[src/rtl/dac_controller_if.sv]
// dac_controller_if: FIFO read handshake (fifo_empty, fifo_read_enable, fifo_read_data) between the DAC controller (master) and its source FIFO (slave)
interface dac_controller_if;
  logic        fifo_empty;
  logic        fifo_read_enable;
  logic [11:0] fifo_read_data;
  modport master (input fifo_empty, fifo_read_data, output fifo_read_enable);
  modport slave (output fifo_empty, fifo_read_data, input fifo_read_enable);
endinterface

[src/rtl/dac_controller.sv]
// dac_controller: pops 12-bit FIFO words and shifts {00,pd_mode,word} MSB-first to a serial DAC (clk,reset,fifo if,pd_mode,gap_counts -> sclk,sync_n,din,dac_write_done,underrun,dac_state); define DAC_UNDERRUN_EN for the sticky underrun flag
module dac_controller (
  input  logic             clk,
  input  logic             reset,
  dac_controller_if.master fifo,
  input  logic [1:0]       pd_mode,
  input  logic [7:0]       gap_counts,
  output logic             dac_write_done,
  output logic             sclk,
  output logic             sync_n,
  output logic             din,
  output logic             underrun,
  output logic [2:0]       dac_state
);
  typedef enum logic [2:0] {IDLE = 3'd0, LOAD = 3'd1, SHIFT = 3'd2, GAP = 3'd3} state_t;
  state_t      state_q, state_d;
  logic [15:0] frame_q, frame_d;
  logic [7:0]  cnt_q, cnt_d, gap_q, gap_d;
  logic        rd_en_q, rd_en_d, done_q, done_d, sclk_q, sclk_d, sync_n_q, sync_n_d, din_q, din_d;
  always_comb begin
    state_d = state_q;
    frame_d = frame_q;
    cnt_d   = cnt_q;
    gap_d   = gap_q;
    done_d  = 1'b0;
    case (state_q)
      IDLE:  state_d = rd_en_q ? LOAD : IDLE;
      LOAD: begin
        state_d = SHIFT;
        frame_d = {2'b00, pd_mode, fifo.fifo_read_data};
        cnt_d   = '0;
      end
      SHIFT: begin
        state_d = (cnt_q == 8'd31) ? GAP : SHIFT;
        done_d  = cnt_q == 8'd31;
        cnt_d   = (cnt_q == 8'd31) ? 8'd0 : cnt_q + 8'd1;
        gap_d   = (cnt_q != 8'd31) ? gap_q : (gap_counts == 8'd0) ? 8'd1 : gap_counts;
      end
      GAP: begin
        state_d = (gap_q <= 8'd1) ? IDLE : GAP;
        gap_d   = (gap_q <= 8'd1) ? 8'd0 : gap_q - 8'd1;
      end
      default: state_d = IDLE;
    endcase
    rd_en_d  = (state_d == IDLE) && !fifo.fifo_empty;
    sync_n_d = state_d != SHIFT;
    sclk_d   = (state_d != SHIFT) || !cnt_d[0];
    din_d    = (state_d == SHIFT) && frame_d[~cnt_d[4:1]];
  end
  always_ff @(posedge clk) begin
    if (reset) begin
      state_q  <= IDLE;
      frame_q  <= '0;
      cnt_q    <= '0;
      gap_q    <= '0;
      rd_en_q  <= 1'b0;
      done_q   <= 1'b0;
      sclk_q   <= 1'b1;
      sync_n_q <= 1'b1;
      din_q    <= 1'b0;
    end else begin
      state_q  <= state_d;
      frame_q  <= frame_d;
      cnt_q    <= cnt_d;
      gap_q    <= gap_d;
      rd_en_q  <= rd_en_d;
      done_q   <= done_d;
      sclk_q   <= sclk_d;
      sync_n_q <= sync_n_d;
      din_q    <= din_d;
    end
  end
`ifdef DAC_UNDERRUN_EN
  logic seen_q, seen_d, underrun_q, underrun_d;
  always_comb begin
    seen_d     = seen_q | done_d;
    underrun_d = underrun_q | (state_q == GAP && state_d == IDLE && fifo.fifo_empty && seen_q);
  end
  always_ff @(posedge clk) begin
    if (reset) begin
      seen_q     <= 1'b0;
      underrun_q <= 1'b0;
    end else begin
      seen_q     <= seen_d;
      underrun_q <= underrun_d;
    end
  end
  assign underrun = underrun_q;
`else
  assign underrun = 1'b0;
`endif
  assign fifo.fifo_read_enable = rd_en_q;
  assign dac_write_done        = done_q;
  assign sclk                  = sclk_q;
  assign sync_n                = sync_n_q;
  assign din                   = din_q;
  assign dac_state             = state_q;
endmodule

[src/flat_wrapper.sv]
// flat-port wrapper written by rule: the top's interface ports become plain ports
module dac_controller_flat 
  (clk, reset, pd_mode, gap_counts, dac_write_done, sclk, sync_n, din, underrun, dac_state, fifo_fifo_empty, fifo_fifo_read_data, fifo_fifo_read_enable);
  dac_controller_if fifo_i ();
  input  logic clk;
  input  logic reset;
  input  logic [1:0] pd_mode;
  input  logic [7:0] gap_counts;
  output logic dac_write_done;
  output logic sclk;
  output logic sync_n;
  output logic din;
  output logic underrun;
  output logic [2:0] dac_state;
  input wire logic [$bits(fifo_i.fifo_empty)-1:0] fifo_fifo_empty;
  input wire logic [$bits(fifo_i.fifo_read_data)-1:0] fifo_fifo_read_data;
  output wire logic [$bits(fifo_i.fifo_read_enable)-1:0] fifo_fifo_read_enable;
  assign fifo_i.fifo_empty = fifo_fifo_empty;
  assign fifo_i.fifo_read_data = fifo_fifo_read_data;
  assign fifo_fifo_read_enable = fifo_i.fifo_read_enable;
  dac_controller u_core (.clk(clk), .reset(reset), .fifo(fifo_i), .pd_mode(pd_mode), .gap_counts(gap_counts), .dac_write_done(dac_write_done), .sclk(sclk), .sync_n(sync_n), .din(din), .underrun(underrun), .dac_state(dac_state));
endmodule
[config.mk]
export PLATFORM = sky130hd
export DESIGN_NAME = dac_controller_flat
export DESIGN_NICKNAME = d
export VERILOG_FILES = /design/src/rtl/dac_controller_if.sv /design/src/rtl/dac_controller.sv /design/src/flat_wrapper.sv
export SDC_FILE = /design/constraint.sdc
export NUM_CORES = 1
export LEC_CHECK = 0
export CAP_MARGIN = 10
export CORE_MARGIN = 2
export CORE_UTILIZATION = 50
export CTS_BUF_LIST = sky130_fd_sc_hd__clkbuf_2 sky130_fd_sc_hd__clkbuf_4 sky130_fd_sc_hd__clkbuf_8
export DETAILED_ROUTE_END_ITERATION = 6
export PLACE_DENSITY = 0.75
export SYNTH_ARGS = -nofsm -noshare
export SYNTH_HDL_FRONTEND = slang
export SYNTH_SLANG_ARGS = --single-unit
[constraint.sdc]
create_clock -name clk -period 3.55 [get_ports clk]
set_input_delay 0.355 -clock clk [delete_from_list [all_inputs] [get_ports clk]]
set_output_delay 0.355 -clock clk [all_outputs]
set_load 0.01 [all_outputs]
==> qor.csv, run 1 <==
stage,metric,value,unit
clock_tree,clock_slew_at_reported_path_ffs,80,ps
power_and_ir_drop,p_per_area,341.8,nW/um^2
floorplan,die_area,4704,um^2
route,vias,1886,
critical_path,start_kind,flip-flop,
placement,place.gp.congestion,0.9005,
clock_tree,cts_post_setup_buffers_inserted,0,
sta,grt_setup_unrepaired,no,
logic_synthesis,synth.area.top_cells,"sky130_fd_sc_hd__dfxtp_1 (37%), sky130_fd_sc_hd__nor2_1 (6.5%), sky130_fd_sc_hd__ha_1 (4.2%)",
logic_synthesis,ys_dominant_reg_cell,sky130_fd_sc_hd__dfxtp_1,
placement,io_buffer_count,31,
clock_tree,cts.hold.buffers_added,0,
logic_synthesis,post_synth.cell_area_avg,8.147,um^2
floorplan,area_of_the_core_region,4000,um^2
critical_path,regToRegSetupSlack,940,ps
sta,hold_slack,479.2,ps
logic_synthesis,synthDominantCellAreaShare,37.43,%
cells_and_area,synthToLayoutAreaGrowth,19.80,%
critical_path,crit_path_max_fanout,10,
sta,finalSetupTns,0,ps
clock_tree,cts_tree,done,
route,drt_iter0_drcs,106,
critical_path,worstReg2RegStart,u_core.dac_state[0],
logic_synthesis,postSynth.asyncResetShare,0,%
global_routing,grt.overflow.total,0,
placement,detailedPlacementHpwl,3305,um
route,mean_routed_wirelength_per_cell,13.94,um
cells_and_area,fraction_of_layout_instances_using_a_drive_strength_above_1,5.300,%
route,drt-total-wl,4641,um
critical_path,r2r-end,u_core.din,
global_routing,grt_start_max_net_pins,21,
sta,max_slew.worst_pin.slew,935.2,ps
critical_path,cpMaxStageDelayCell,sky130_fd_sc_hd__o21ai_0,
clock_tree,clock_tree.htree_level_count,2,
cells_and_area,design.final.nets,314,
power_and_ir_drop,p_total,0.8540,mW
floorplan,die_w,68.59,um
critical_path,required,3730,ps
clock_tree,clock_tree.buffer_depth,2,
sta,final.min_clock_period,2614,ps
sta,skew,2.371,ps
sta,timing.final.setup_violations,0,
floorplan,boundaryPins,34,
sta,fmaxAchievable,382.6,MHz
power_and_ir_drop,ir_drop,0.0002750,V
sta,final_number_of_hold_violating_endpoints,0,
global_routing,first_global_vias,1679,
critical_path,worst-path-buf-inv,2,
min_path,timing.hold.worst_endpoint,u_core.frame_q[13],
critical_path,cpLargestDelayFamily,compound AO/OA/AOI/OAI gates,
critical_path,arrival,2790,ps
critical_path,crit_path_end_kind,flip-flop,
flow_run,drv.max_cap_violation_count,0,
min_path,whs_path_depth,2,
logic_synthesis,synth.ff_latch_count,39,
power_and_ir_drop,leakage,0.9612,nW
critical_path,ff2ff_path_depth,8,
global_routing,grt_pass1_wl,7693,um
route,drtPass1Iterations,4,
clock_tree,clock_net_sink_count,39,
critical_path,cpPeakStageDelay,660,ps
floorplan,fp.dieH,68.59,um
clock_tree,cts_resized,0,
floorplan,placement_rows,23,
outcome,status,"complete, no violations",
logic_synthesis,synthesis.yosys.warnings,0,
critical_path,path_class,flip-flop to flip-flop,
floorplan,initial_core_utilization,52.14,%
critical_path,timing.critical_path.cells,inv_1 > ha_1 > inv_1 > o21ai_0 > a22oi_1 > o211a_1 > o31ai_1 > a31oi_1,
clock_tree,cts_buffers,5,
logic_synthesis,post_synth_inst_count,256,
route,routed_via_density,5.664,
clock_tree,clockRootBuffer,sky130_fd_sc_hd__clkbuf_8,
route,drc_viols,0,
critical_path,most_common_cell_on_crit_path,sky130_fd_sc_hd__inv_1,
route,remaining_antenna_violation_count,0,
logic_synthesis,synth.cell_area,2086,um^2
clock_tree,clock_latency,290,ps
sta,timing.final.max_slew_violations,0,
sta,max_slew_margin,37.24,%
min_path,hold_class,flip-flop to flip-flop,
logic_synthesis,synth_largest_area_cell,sky130_fd_sc_hd__dfxtp_1,
sta,final_min_period_over_clock_period,73.62,%
global_routing,grt_total_usage,22.05,%
min_path,min-delay-start,u_core.frame_q[13],
logic_synthesis,edff_count_synth,0,
logic_synthesis,synth.lib_cells_used.distinct,49,
global_routing,antenna_violations_before_repair,0,
cells_and_area,num_antenna_cells,0,
logic_synthesis,ys_seq_area_share,37.43,%
[per-layer routing]
| layer | vias up | GRT usage (%) | part of all wire [%] |
|---|---|---|---|
| met5 | - | 0 | 0 |
| met4 | 0 | 8.000 | 0.84 |
| met3 | 4 | 5.519 | 5.2 |
| met2 | 50 | 35.10 | 45 |
| met1 | 867 | 28.79 | 48 |
| li1 | 965 | - | - |
[state kept, by name, summed over array words and instances, names as in the netlist, 2 cells and up]
signal / flops
u_core.dac_state: 2
u_core.gap_q: 8
u_core.cnt_q: 8
u_core.frame_q: 16
[worst max-delay path by stage]
| stage | from | endpoint | slack (ps) | cells past startpoint |
|---|---|---|---|---|
| floorplan | u_core.dac_state[0] | u_core.din | 1370 | 9 |
| global placement | u_core.dac_state[0] | u_core.din | 1130 | 8 |
| detailed placement | u_core.dac_state[0] | u_core.din | 980 | 8 |
| CTS | u_core.dac_state[0] | u_core.din | 960 | 8 |
| global route | u_core.dac_state[0] | u_core.din | 710 | 8 |
| finish | u_core.dac_state[0] | u_core.din | 940 | 8 |
[power breakdown]
part,switching (mW),internal [mW]
registers,0.00511,0.447
logic,0.0482,0.0524
clock network,0.164,0.137
total,0.218,0.637
[metrics by stage]
step           cells  setup slack, ps  utilization [%]  instance area (um^2)
2_1_floorplan    257             1365                -                  2090
3_3_place_gp     325             1130            60.24                  2410
3_5_place_dp     325            976.0            60.24                  2410
4_1_cts          333            960.7            62.46                  2499
5_1_grt          333            711.3            62.46                  2499
6_report         333            936.4            62.46                  2499
[worst register-to-register path: stages (launching register included)]
cell                      delay, ps
sky130_fd_sc_hd__dfxtp_1        380
sky130_fd_sc_hd__inv_1           80
sky130_fd_sc_hd__ha_1           460
sky130_fd_sc_hd__inv_1          150
sky130_fd_sc_hd__o21ai_0        660
sky130_fd_sc_hd__a22oi_1        140
sky130_fd_sc_hd__o211a_1        260
sky130_fd_sc_hd__o31ai_1        240
sky130_fd_sc_hd__a31oi_1        110
[placed cells by master (no fill, tap or decap), drive strengths merged, types with 2 or more instances in the layout]
cell	netlist	final
nor2b	3	3
nand2b	12	12
nor3b	3	3
a22oi	9	9
o21a	3	3
nor4	4	4
nor3	2	2
nand2	17	17
nand4b	2	2
nor2	36	36
o21ai	16	16
xnor2	3	3
and3	4	4
xor2	4	4
mux2i	4	4
a211oi	5	5
inv	11	11
nand3	13	13
clkinvlp	0	2
o211a	3	3
clkbuf	10	5
conb	1	2
buf	5	2
ha	7	7
o221ai	2	2
o211ai	4	4
a21oi	14	14
nor4b	2	2
clkdlybuf4s50	0	31
dfxtp	39	39
o32ai	3	3
[final cells by class]
cell class,count,area (um^2)
Clock inverter,3,20.02
Inverter,11,41.29
Tap cell,50,62.56
Sequential cell,39,780.7
Clock buffer,5,68.82
Multi-Input combinational cell,192,1200
Fill cell,374,1501
Timing Repair Buffer,33,325.3
[cells in the mapped netlist (4+ instances only)]
cell type	instances
sky130_fd_sc_hd__a211oi_1	5
sky130_fd_sc_hd__dfxtp_1	39
sky130_fd_sc_hd__xor2_1	4
sky130_fd_sc_hd__nand3_1	13
sky130_fd_sc_hd__mux2i_1	4
sky130_fd_sc_hd__ha_1	7
sky130_fd_sc_hd__o21ai_0	15
sky130_fd_sc_hd__inv_1	11
sky130_fd_sc_hd__a21oi_1	14
sky130_fd_sc_hd__a22oi_1	9
sky130_fd_sc_hd__nand2_1	17
sky130_fd_sc_hd__nor2_1	36
sky130_fd_sc_hd__o211ai_1	4
sky130_fd_sc_hd__and3_1	4
sky130_fd_sc_hd__clkbuf_1	9
sky130_fd_sc_hd__nor4_1	4
sky130_fd_sc_hd__nand2b_1	12
[cells by family (layout without fill, tap and decap cells)]
kind of cell	after synthesis	in the layout	share of synthesized area (%)
other	1	2	0.1798
muxes	4	4	1.920
AOI/OAI and AO/OA	69	69	23.16
DFF	39	39	37.43
and+or+nand+nor	103	103	24.96
buffers and inverters	26	52	5.218
adders and majority gates	7	7	4.199
xor gates and xnor gates	7	7	2.939
No activity file was read; power rests on OpenSTA's default activity.
==> inputs of run 2 (changes only) <==
PLACE_DENSITY = 0.78   (was 0.75)
clock period = 2.2 ns   (was 3.55 ns; I/O delays follow)
==> run 2 against run 1 <==
Net effect: maximum frequency rose by 26%; sequential share of layout area decreased by 1.3 points; total power up 76%; register-to-register slack worse by 810 ps; clock-buffer cell count unchanged; wire length is 1.7% higher; sequential power increased by 61%; largest power group unchanged; worst setup slack lost 810 ps; highest routed layer unchanged; sequential cell count did not move; combinational power rose by 71%; final cell count increased by 2.7%; die area is the same.
==> qor.csv, run 2 (synthesized netlist as in run 1, its figures left out) <==
stage,metric,value,unit,change
global_routing,antenna_violations_before_repair,0,,unchanged
sta,fmaxAchievable,483.3,MHz,+26%
critical_path,cpPeakStageDelay,380,ps,-280 ps
sta,timing.final.setup_violations,0,,unchanged
cells_and_area,synthToLayoutAreaGrowth,25.55,%,
sta,grt_setup_unrepaired,no,,
critical_path,crit_path_max_fanout,9,,-1
route,met3_wirelength,235,um,-2.5%
sta,final.min_clock_period,2069,ps,-544.7 ps
critical_path,path_class,flip-flop to flip-flop,,
sta,max_slew_margin,59.70,%,+22 points
power_and_ir_drop,ir_drop,0.0004132,V,+50%
clock_tree,cts.hold.buffers_added,0,,unchanged
power_and_ir_drop,p_seq_share,48.7,%,-4.3 points
route,drt-total-wl,4719,um,+1.7%
critical_path,required,2380,ps,-1350 ps
placement,io_buffer_count,31,,unchanged
clock_tree,cts_post_setup_buffers_inserted,0,,unchanged
cells_and_area,top_regs,"u_core.frame_q (16), u_core.cnt_q (8), u_core.gap_q (8)",,
floorplan,fp.dieH,68.59,um,unchanged
sta,final_number_of_hold_violating_endpoints,0,,unchanged
floorplan,area_of_the_core_region,4000,um^2,unchanged
power_and_ir_drop,switching_share,23.26,%,-2.2 points
critical_path,timing.critical_path.cells,inv_1 > ha_2 > nand2_1 > nor3b_2 > buf_4 > a211oi_1 > o211a_1 > o31ai_1 > a31oi_1,,
route,drc_viols,0,,unchanged
global_routing,grt.overflow.total,0,,unchanged
floorplan,die_area,4704,um^2,unchanged
clock_tree,clock_net_sink_count,39,,unchanged
placement,cells_after_dpl,334,,+2.8%
floorplan,die_w,68.59,um,unchanged
cells_and_area,largest_register_ffs,16,,unchanged
floorplan,placement_rows,23,,unchanged
critical_path,start_kind,flip-flop,,
global_routing,grt_start_max_net_pins,23,,+9.5%
sta,finalSetupTns,0,ps,unchanged
cells_and_area,design.final.nets,323,,+2.9%
floorplan,initial_core_utilization,52.14,%,unchanged
sta,finalWorstSetupSlack,131.1,ps,-805.3 ps
critical_path,crit_path_end_kind,flip-flop,,
clock_tree,clock_tree.htree_level_count,2,,unchanged
power_and_ir_drop,cell_internal_pwr,1.152,mW,+81%
critical_path,worst-path-buf-inv,2,,unchanged
route,met2_length,2233,um,+5.8%
cells_and_area,num_antenna_cells,0,,unchanged
cells_and_area,final_common_cell,sky130_fd_sc_hd__dfxtp_1,,
floorplan,boundaryPins,34,,unchanged
placement,place.gp.congestion,0.9207,,+2.2%
global_routing,grt_pass1_wl,7700,um,about the same
route,remaining_antenna_violation_count,0,,unchanged
power_and_ir_drop,net-switching-power,0.3491,mW,+61%
placement,detailedPlacementHpwl,3414,um,+3.3%
min_path,hold_class,input port to flip-flop,,
global_routing,first_global_vias,1693,,+0.83%
route,mean_routed_wirelength_per_cell,13.80,um,-1.0%
power_and_ir_drop,power.combinational.fraction,11.5,%,-0.3 points
route,drt_iter0_drcs,99,,-6.6%
route,routed_via_density,5.775,,+2.0%
flow_run,drv.max_cap_violation_count,0,,unchanged
sta,skew,7.227,ps,+4.856 ps
power_and_ir_drop,p_total,1.501,mW,+76%
power_and_ir_drop,p_per_area,573.1,nW/um^2,+68%
cells_and_area,final_cells,342,,+2.7%
clock_tree,cts_buffers,5,,unchanged
clock_tree,clock_latency,300,ps,about the same
sta,timing.final.max_slew_violations,0,,unchanged
clock_tree,cts_resized,0,,unchanged
clock_tree,clock_tree.buffer_depth,2,,unchanged
placement,dp_worst_setup_slack,19.28,ps,-956.7 ps
route,vias,1975,,+4.7%
power_and_ir_drop,leakage,1.030,nW,+7.2%
route,total_routed_wire_length_on_the_met1_layer,2173,um,-3.4%
sta,final_min_period_over_clock_period,94.04,%,+20 points
cells_and_area,largest-register,u_core.frame_q,,
route,drtPass1Iterations,4,,unchanged
outcome,status,"complete, no violations",,
cells_and_area,mostFrequentLayoutCells,"sky130_fd_sc_hd__dfxtp_1 (37), sky130_fd_sc_hd__nor2_1 (36), sky130_fd_sc_hd__clkdlybuf4s50_1 (31)",,
critical_path,cpLargestDelayFamily,compound AO/OA/AOI/OAI gates,,
clock_tree,cts_tree,done,,
cells_and_area,fraction_of_layout_instances_using_a_drive_strength_above_1,10.27,%,+5.0 points
critical_path,cpMaxStageDelayCell,sky130_fd_sc_hd__ha_2,,
clock_tree,clock_slew_at_reported_path_ffs,80,ps,about the same
clock_tree,clockRootBuffer,sky130_fd_sc_hd__clkbuf_8,,
global_routing,grt_total_usage,21.69,%,-0.36 points
critical_path,arrival,2250,ps,-540 ps
route,maxUsedRoutingLayer,met4,,
sta,max_slew.worst_pin.slew,596.1,ps,-339.1 ps
power_and_ir_drop,power.clock.fraction,39.8,%,+4.6 points
[run 2: cell count changes in the layout (fill, tap and decap cells not counted), sizes merged]
cell and delta:
buf +9, clkinvlp -2, bufinv +1, clkinv +1
[run 2: final cells by class]
cell class / instances / area, um^2
tap: 50 / 62.56
multi-input combinational: 192 / 1214
sequential: 39 / 783.3
clock inverter: 3 / 43.79
fill: 360 / 1381
timing repair buffer: 42 / 405.4
clock buffer: 5 / 68.82
inverter: 11 / 41.29
[run 2: worst register-to-register path: stages, from the launching register on]
cell	delay [ps]
sky130_fd_sc_hd__dfxtp_2	360
sky130_fd_sc_hd__inv_1	70
sky130_fd_sc_hd__ha_2	380
sky130_fd_sc_hd__nand2_1	110
sky130_fd_sc_hd__nor3b_2	210
sky130_fd_sc_hd__buf_4	190
sky130_fd_sc_hd__a211oi_1	70
sky130_fd_sc_hd__o211a_1	220
sky130_fd_sc_hd__o31ai_1	240
sky130_fd_sc_hd__a31oi_1	110
[run 2: stage by stage]
stage          area (um^2)  hold slack [ps]  utilization (%)
3_3_place_gp          2490            459.8            62.25
6_report              2619            464.4            65.47
3_5_place_dp          2490            462.8            62.25
5_1_grt               2619            489.7            65.47
2_1_floorplan         2090            297.6                -
4_1_cts               2603            461.3            65.06
[run 2: power groups by stage]
| stage | clock (mW) | combinational [mW] | sequential, mW |
|---|---|---|---|
| 2_1_floorplan | 0 | 0.0878 | 0.748 |
| 3_3_place_gp | 0 | 0.168 | 0.746 |
| 3_5_place_dp | 0 | 0.170 | 0.747 |
| 4_1_cts | 0.613 | 0.172 | 0.730 |
| 5_1_grt | 0.639 | 0.191 | 0.732 |
| 6_report | 0.598 | 0.173 | 0.730 |
[run 2: metal layers]
layer	vias up	track usage, %
li1	983	-
met1	933	29.15
met2	51	34.13
met3	8	4.870
met4	0	7.500
met5	-	0
[run 2: final timing paths]
kind | slack (ps) | startpoint | depth (start not counted) | end
worst max-delay path | 130 | u_core.dac_state[1] | 9 | u_core.din
worst min register to register | 480 | u_core.frame_q[14] | 1 | u_core.frame_q[14]
worst max register to register | 130 | u_core.dac_state[1] | 9 | u_core.din
worst min-delay path | 460 | fifo_fifo_empty | 2 | u_core.fifo.fifo_read_enable
